<file path="src/rtl/dram_sequencer.sv">
// Cartridge DRAM sequencer: host read/write cycles and CBR refresh on DotClk, all pins registered.
// Host ack arrives T_CAS+3 clocks after grant; req is held until ack, refresh preempts once REF_URGENT credits are pending.
module dram_sequencer #(
    parameter int REF_DIV    = 128,
    parameter int REF_URGENT = 4,
    parameter int T_CAS      = 2,
    parameter int T_RP       = 2,
    parameter int T_RAS      = 3
) (
    input  logic        DotClk,
    input  logic        nRES,
    input  logic        req,
    input  logic        we,
    input  logic [10:0] row,
    input  logic [10:0] col,
    input  logic [7:0]  wdata,
    output logic        ack,
    output logic [7:0]  rdata,
    output logic        busy,
    output logic        ref_overflow,
    output logic        nRAS,
    output logic        nCAS,
    output logic        nRWE,
    output logic [11:0] RA,
    input  logic [7:0]  RD_in,
    output logic [7:0]  RD_out,
    output logic        RD_oe
);

    localparam int DIV_W   = $clog2(REF_DIV);
    localparam int MAX_AB  = (T_CAS > T_RP) ? T_CAS : T_RP;
    localparam int CNT_MAX = (MAX_AB > T_RAS) ? MAX_AB : T_RAS;
    localparam int CNT_W   = $clog2(CNT_MAX + 1);

    typedef enum logic [3:0] {
        S_IDLE, S_ROW, S_RAS, S_COL, S_CAS, S_PRE, S_REF_CAS, S_REF_RAS, S_REF_HOLD
    } state_t;

    state_t             state_q, state_d;
    logic [CNT_W-1:0]   cnt_q, cnt_d;
    logic [DIV_W-1:0]   div_q, div_d;
    logic [2:0]         pending_q, pending_d;
    logic               ovf_q, ovf_d;
    logic               we_q, we_d;
    logic [10:0]        col_q, col_d;
    logic [7:0]         wdata_q, wdata_d;
    logic [7:0]         rdata_q, rdata_d;
    logic               ack_q, ack_d;
    logic               busy_q, busy_d;
    logic               nras_q, nras_d;
    logic               ncas_q, ncas_d;
    logic               nrwe_q, nrwe_d;
    logic               oe_q, oe_d;
    logic [11:0]        ra_q, ra_d;
    logic               wrap;
    logic               start_ref;

    always_comb begin
        state_d   = state_q;
        cnt_d     = cnt_q;
        pending_d = pending_q;
        ovf_d     = ovf_q;
        we_d      = we_q;
        col_d     = col_q;
        wdata_d   = wdata_q;
        rdata_d   = rdata_q;
        ack_d     = 1'b0;
        nras_d    = nras_q;
        ncas_d    = ncas_q;
        nrwe_d    = nrwe_q;
        oe_d      = oe_q;
        ra_d      = ra_q;
        start_ref = 1'b0;

        wrap  = (div_q == DIV_W'(REF_DIV - 1));
        div_d = wrap ? '0 : div_q + 1'b1;

        case (state_q)
            S_IDLE: begin
                if (pending_q >= 3'(REF_URGENT) || (!req && pending_q != 3'd0)) begin
                    start_ref = 1'b1;
                    state_d   = S_REF_CAS;
                    ncas_d    = 1'b0;
                    nras_d    = 1'b1;
                end else if (req) begin
                    state_d = S_ROW;
                    we_d    = we;
                    col_d   = col;
                    wdata_d = wdata;
                    ra_d    = {1'b0, row};
                    nras_d  = 1'b1;
                end
            end
            S_ROW: begin
                state_d = S_RAS;
                nras_d  = 1'b0;
            end
            S_RAS: begin
                state_d = S_COL;
                ra_d    = {1'b0, col_q};
                nrwe_d  = ~we_q;
                oe_d    = we_q;
            end
            S_COL: begin
                state_d = S_CAS;
                ncas_d  = 1'b0;
                cnt_d   = '0;
            end
            S_CAS: begin
                if (cnt_q == CNT_W'(T_CAS - 1)) begin
                    state_d = S_PRE;
                    cnt_d   = '0;
                    nras_d  = 1'b1;
                    ncas_d  = 1'b1;
                    nrwe_d  = 1'b1;
                    oe_d    = 1'b0;
                    ack_d   = 1'b1;
                    if (!we_q) rdata_d = RD_in;
                end else begin
                    cnt_d = cnt_q + 1'b1;
                end
            end
            S_PRE: begin
                if (cnt_q == CNT_W'(T_RP - 1)) state_d = S_IDLE;
                else                           cnt_d   = cnt_q + 1'b1;
            end
            S_REF_CAS: begin
                state_d = S_REF_RAS;
                nras_d  = 1'b0;
            end
            S_REF_RAS: begin
                state_d = S_REF_HOLD;
                ncas_d  = 1'b1;
                cnt_d   = '0;
            end
            S_REF_HOLD: begin
                // nRAS stays low T_RAS-1 cycles here after the one REF_RAS cycle
                if (cnt_q == CNT_W'(T_RAS - 2)) begin
                    state_d = S_PRE;
                    cnt_d   = '0;
                    nras_d  = 1'b1;
                end else begin
                    cnt_d = cnt_q + 1'b1;
                end
            end
            default: state_d = S_IDLE;
        endcase

        // a credit arriving on the same edge a refresh starts cancels out
        if (wrap && !start_ref) begin
            if (pending_q == 3'd7) ovf_d     = 1'b1;
            else                   pending_d = pending_q + 3'd1;
        end else if (start_ref && !wrap) begin
            pending_d = pending_q - 3'd1;
        end

        busy_d = (state_d != S_IDLE);
    end

    always_ff @(posedge DotClk or negedge nRES) begin
        if (!nRES) begin
            state_q   <= S_IDLE;
            cnt_q     <= '0;
            div_q     <= '0;
            pending_q <= '0;
            ovf_q     <= 1'b0;
            we_q      <= 1'b0;
            col_q     <= '0;
            wdata_q   <= '0;
            rdata_q   <= '0;
            ack_q     <= 1'b0;
            busy_q    <= 1'b0;
            nras_q    <= 1'b1;
            ncas_q    <= 1'b1;
            nrwe_q    <= 1'b1;
            oe_q      <= 1'b0;
            ra_q      <= '0;
        end else begin
            state_q   <= state_d;
            cnt_q     <= cnt_d;
            div_q     <= div_d;
            pending_q <= pending_d;
            ovf_q     <= ovf_d;
            we_q      <= we_d;
            col_q     <= col_d;
            wdata_q   <= wdata_d;
            rdata_q   <= rdata_d;
            ack_q     <= ack_d;
            busy_q    <= busy_d;
            nras_q    <= nras_d;
            ncas_q    <= ncas_d;
            nrwe_q    <= nrwe_d;
            oe_q      <= oe_d;
            ra_q      <= ra_d;
        end
    end

    assign ack          = ack_q;
    assign rdata        = rdata_q;
    assign busy         = busy_q;
    assign ref_overflow = ovf_q;
    assign nRAS         = nras_q;
    assign nCAS         = ncas_q;
    assign nRWE         = nrwe_q;
    assign RA           = ra_q;
    assign RD_out       = wdata_q;
    assign RD_oe        = oe_q;

endmodule

</file>
<file path="config.mk">
export PLATFORM = sky130hd
export DESIGN_NAME = dram_sequencer
export DESIGN_NICKNAME = d
export VERILOG_FILES = /design/src/rtl/dram_sequencer.sv
export SDC_FILE = /design/constraint.sdc
export NUM_CORES = 1
export LEC_CHECK = 0
export BUFFER_PORTS_ARGS = -buffer_cell sky130_fd_sc_hd__buf_4
export CAP_MARGIN = 30
export CORE_AREA = 2 2 90 92
export DETAILED_ROUTE_END_ITERATION = 10
export DIE_AREA = 0 0 92 94
export SYNTH_ARGS = -nofsm -noshare
export SYNTH_HDL_FRONTEND = slang
export SYNTH_SLANG_ARGS = --single-unit
</file>
<file path="constraint.sdc">
create_clock -name DotClk -period 3 [get_ports DotClk]
set_input_delay 0.6 -clock DotClk [delete_from_list [all_inputs] [get_ports DotClk]]
set_output_delay 0.6 -clock DotClk [all_outputs]
set_load 0.02 [all_outputs]
</file>
==> impl_metrics.tcl <==
set metrics [dict create \
    htreeDepth 3 \
    setup_viol 0 \
    drive_above_1_share 0.408 \
    fmax_ghz 0.384 \
    path_clk_slew_ps 70 \
    cts_root_buffer "clkbuf_8" \
    core_sq_um 7610 \
    tightest_slew_ps 795 \
    die_h_microns 94 \
    crit_path_start_kind "flip-flop" \
    p_leak_nw 1.88 \
    yosys_warnings 0 \
    period_share 0.868 \
    synthArstFlopShare 1.00 \
    clkSinkCount 62 \
    postSynthAreaPerCell_sq_um 12.0 \
    synth-seq-cells 62 \
    ctsResizeCount 0 \
    outcome "finished clean" \
    netlist_area_sq_um 3000 \
    area_growth_pct 28.8 \
    slew_viol_final 0 \
    synth_top_cell_area_share 0.493 \
    grt_pass1_vias 2098 \
    setup_tns_ps 0 \
    initial_core_util 0.394 \
    hp-class "in2async" \
    ys_top_cells_by_area "dfrtp_1 (49%), mux2_4 (9.0%), mux2i_1 (6.3%)" \
    placed_area_sq_um 3660 \
    final_cell_count_no_fill 433 \
    reg2regPathDepth 5 \
    critPathMaxFanout 15 \
    postCtsHoldBufs 0 \
    drcViolationCount 0 \
    nFillCells 714 \
    wire_per_inst_microns 14.4 \
    max_cap_viol_count 0 \
    pin_count 77 \
    hold_violations 0 \
    fin_ws_ps 397 \
    cp_data_required_time_ps 3190 \
    critical_path_class "reg2reg" \
    syn_nets 295 \
    drt_wl_total_mm 6.25 \
    nets 372 \
    worstPathArrival_ps 2800 \
    vias 2136 \
    cts_buffers 9 \
    diodes 0 \
    ir_drop_mv 0.399 \
    hpwl_mm 4.29 \
    holdWs_ps 363 \
    worstSetupEndpointType "flip-flop" \
    synth_top_area_cell "dfrtp_1" \
    r2r-end "pending_q[1]$_DFFE_PN0P_" \
    die_w_microns 92 \
    post_cts_buffers 0 \
    dp.cells 417 \
    clk_latency_ps 320 \
    grt_max_degree 63 \
    synthCells 249 \
    gp_congestion 0.835 \
    drt_iter0_drc 64 \
    ys_types 52 \
    cts_tree "done" \
    postRouteAntennaNets 0 \
    antenna_found_initial 0 \
    clockBufferDepth 2 \
    grt_pass1_wl_mm 10.3 \
    fin_skew_ps 7.01 \
    period_needed_ps 2600 \
    synth_edf_count 0 \
    p_per_area_nw_per_um2 1060 \
    synth_ff_type "dfrtp_1" \
    place_ws_ps 434 \
    fin_area_sq_um 3860 \
    rsz0062_at_grt "false" \
    drtPass1Iterations 4 \
    rrSetupSlack_ps 400 \
    grtUsageTotal 0.151 \
    overflow 0 \
    yosysSeqAreaShare 0.519 \
    io_buffers 75 \
    slew_headroom 0.470 \
    rows 32 \
    r2r-start "state_q[2]$_DFF_PN0_" \
    die_area_sq_um 8650 \
    vias_per_cell 4.93 \
]
## metal layers
layer	routed length [microns]	vias up	share of wire	GRT usage
met4	33	0	0.0053	0.0659
li1	-	1035	-	-
met3	366	4	0.059	0.0401
met1	2800	1038	0.45	0.200
met5	0	-	0	0
met2	3050	59	0.49	0.235
## kinds of logic after synthesis
| group | share of synthesized area |
|---|---|
| AOI/OAI and AO/OA | 0.100 |
| xor gates and xnor gates | 0.0205 |
| adders and majority gates | 0.0192 |
| buffers and inverters | 0.0342 |
| DFF | 0.519 |
| muxes | 0.191 |
| other | 0.00125 |
| and+or+nand+nor | 0.114 |
## how the worst max path moves through the flow
stage / startpoint / to / slack, ps
after floorplan: state_q[0]$_DFF_PN0_ / pending_q[1]$_DFFE_PN0P_ / 720
after global placement: req / pending_q[1]$_DFFE_PN0P_ / 540
after detailed placement: state_q[2]$_DFF_PN0_ / pending_q[1]$_DFFE_PN0P_ / 430
after CTS: state_q[2]$_DFF_PN0_ / pending_q[1]$_DFFE_PN0P_ / 420
after global routing: state_q[2]$_DFF_PN0_ / pending_q[1]$_DFFE_PN0P_ / 240
final: state_q[2]$_DFF_PN0_ / pending_q[1]$_DFFE_PN0P_ / 400
## Yosys cell counts, types with 2 or more instances
cell type  number
dfstp_2         3
o21bai_1        2
clkbuf_1        5
a21o_1          2
nand3_1         6
buf_6           2
a2111oi_0       3
inv_1           6
xor2_1          3
dfrtp_1        59
nor2_1         10
or2_2           4
nor3_1          4
o22ai_1         2
a21oi_1         6
ha_1            3
xnor2_1         4
nand2b_1        4
nand2_1        18
o21a_1          2
mux2_2         10
mux2i_1        19
o21ai_0        20
buf_4           2
buf_2           4
mux2_4         18
and2_1          3
## cells in the final DEF (no fill, tap or decap), drive strengths merged, types with 7 or more instances in the layout
cell    count
clkbuf     13
a21oi       7
mux2       28
nand2      18
buf        80
dfrtp      59
mux2i      19
o21ai      20
nor2       10
## critical path, stage by stage (launching register included)
cell       delay [ps]
dfrtp_1           560
or4_4             620
o21ai_0           300
fa_1              510
a2111oi_0         410
a211oi_1           80
## layout make-up
class | count | area (sq um) | share of cell area
clock buffers | 13 | 159 | 0.0412
inverters | 6 | 22.5 | 0.00584
clock inverters | 3 | 42.5 | 0.0110
multi-input cells | 167 | 1340 | 0.347
repair buffers | 80 | 613 | 0.159
well taps | 102 | 128 | 0.0331
flip-flops and latches | 62 | 1560 | 0.403
## registers in the layout, summed over array words and instances, names as in the netlist, 2 cells and up
signal and count:
RA 11, RD_out 8, cnt_q 2, col_q 11, div_q 7, pending_q 3
rdata 8, state_q 4
## stage by stage
| step | utilization | power [W] |
|---|---|---|
| after global placement | 0.481 | 0.00335 |
| after floorplan | - | 0.00275 |
| final | 0.507 | 0.00409 |
| after detailed placement | 0.481 | 0.00338 |
| after CTS | 0.507 | 0.00415 |
| after global routing | 0.507 | 0.00439 |
## power breakdown
group / internal (W) / leakage [nW] / switching, W
clock network: 0.000429 / 0.0996 / 0.000308
registers: 0.00121 / 0.753 / 0.000294
logic: 0.000937 / 1.03 / 0.000916
total: 0.00258 / 1.88 / 0.00152
Note: power is estimated with default switching activity, not from simulation.
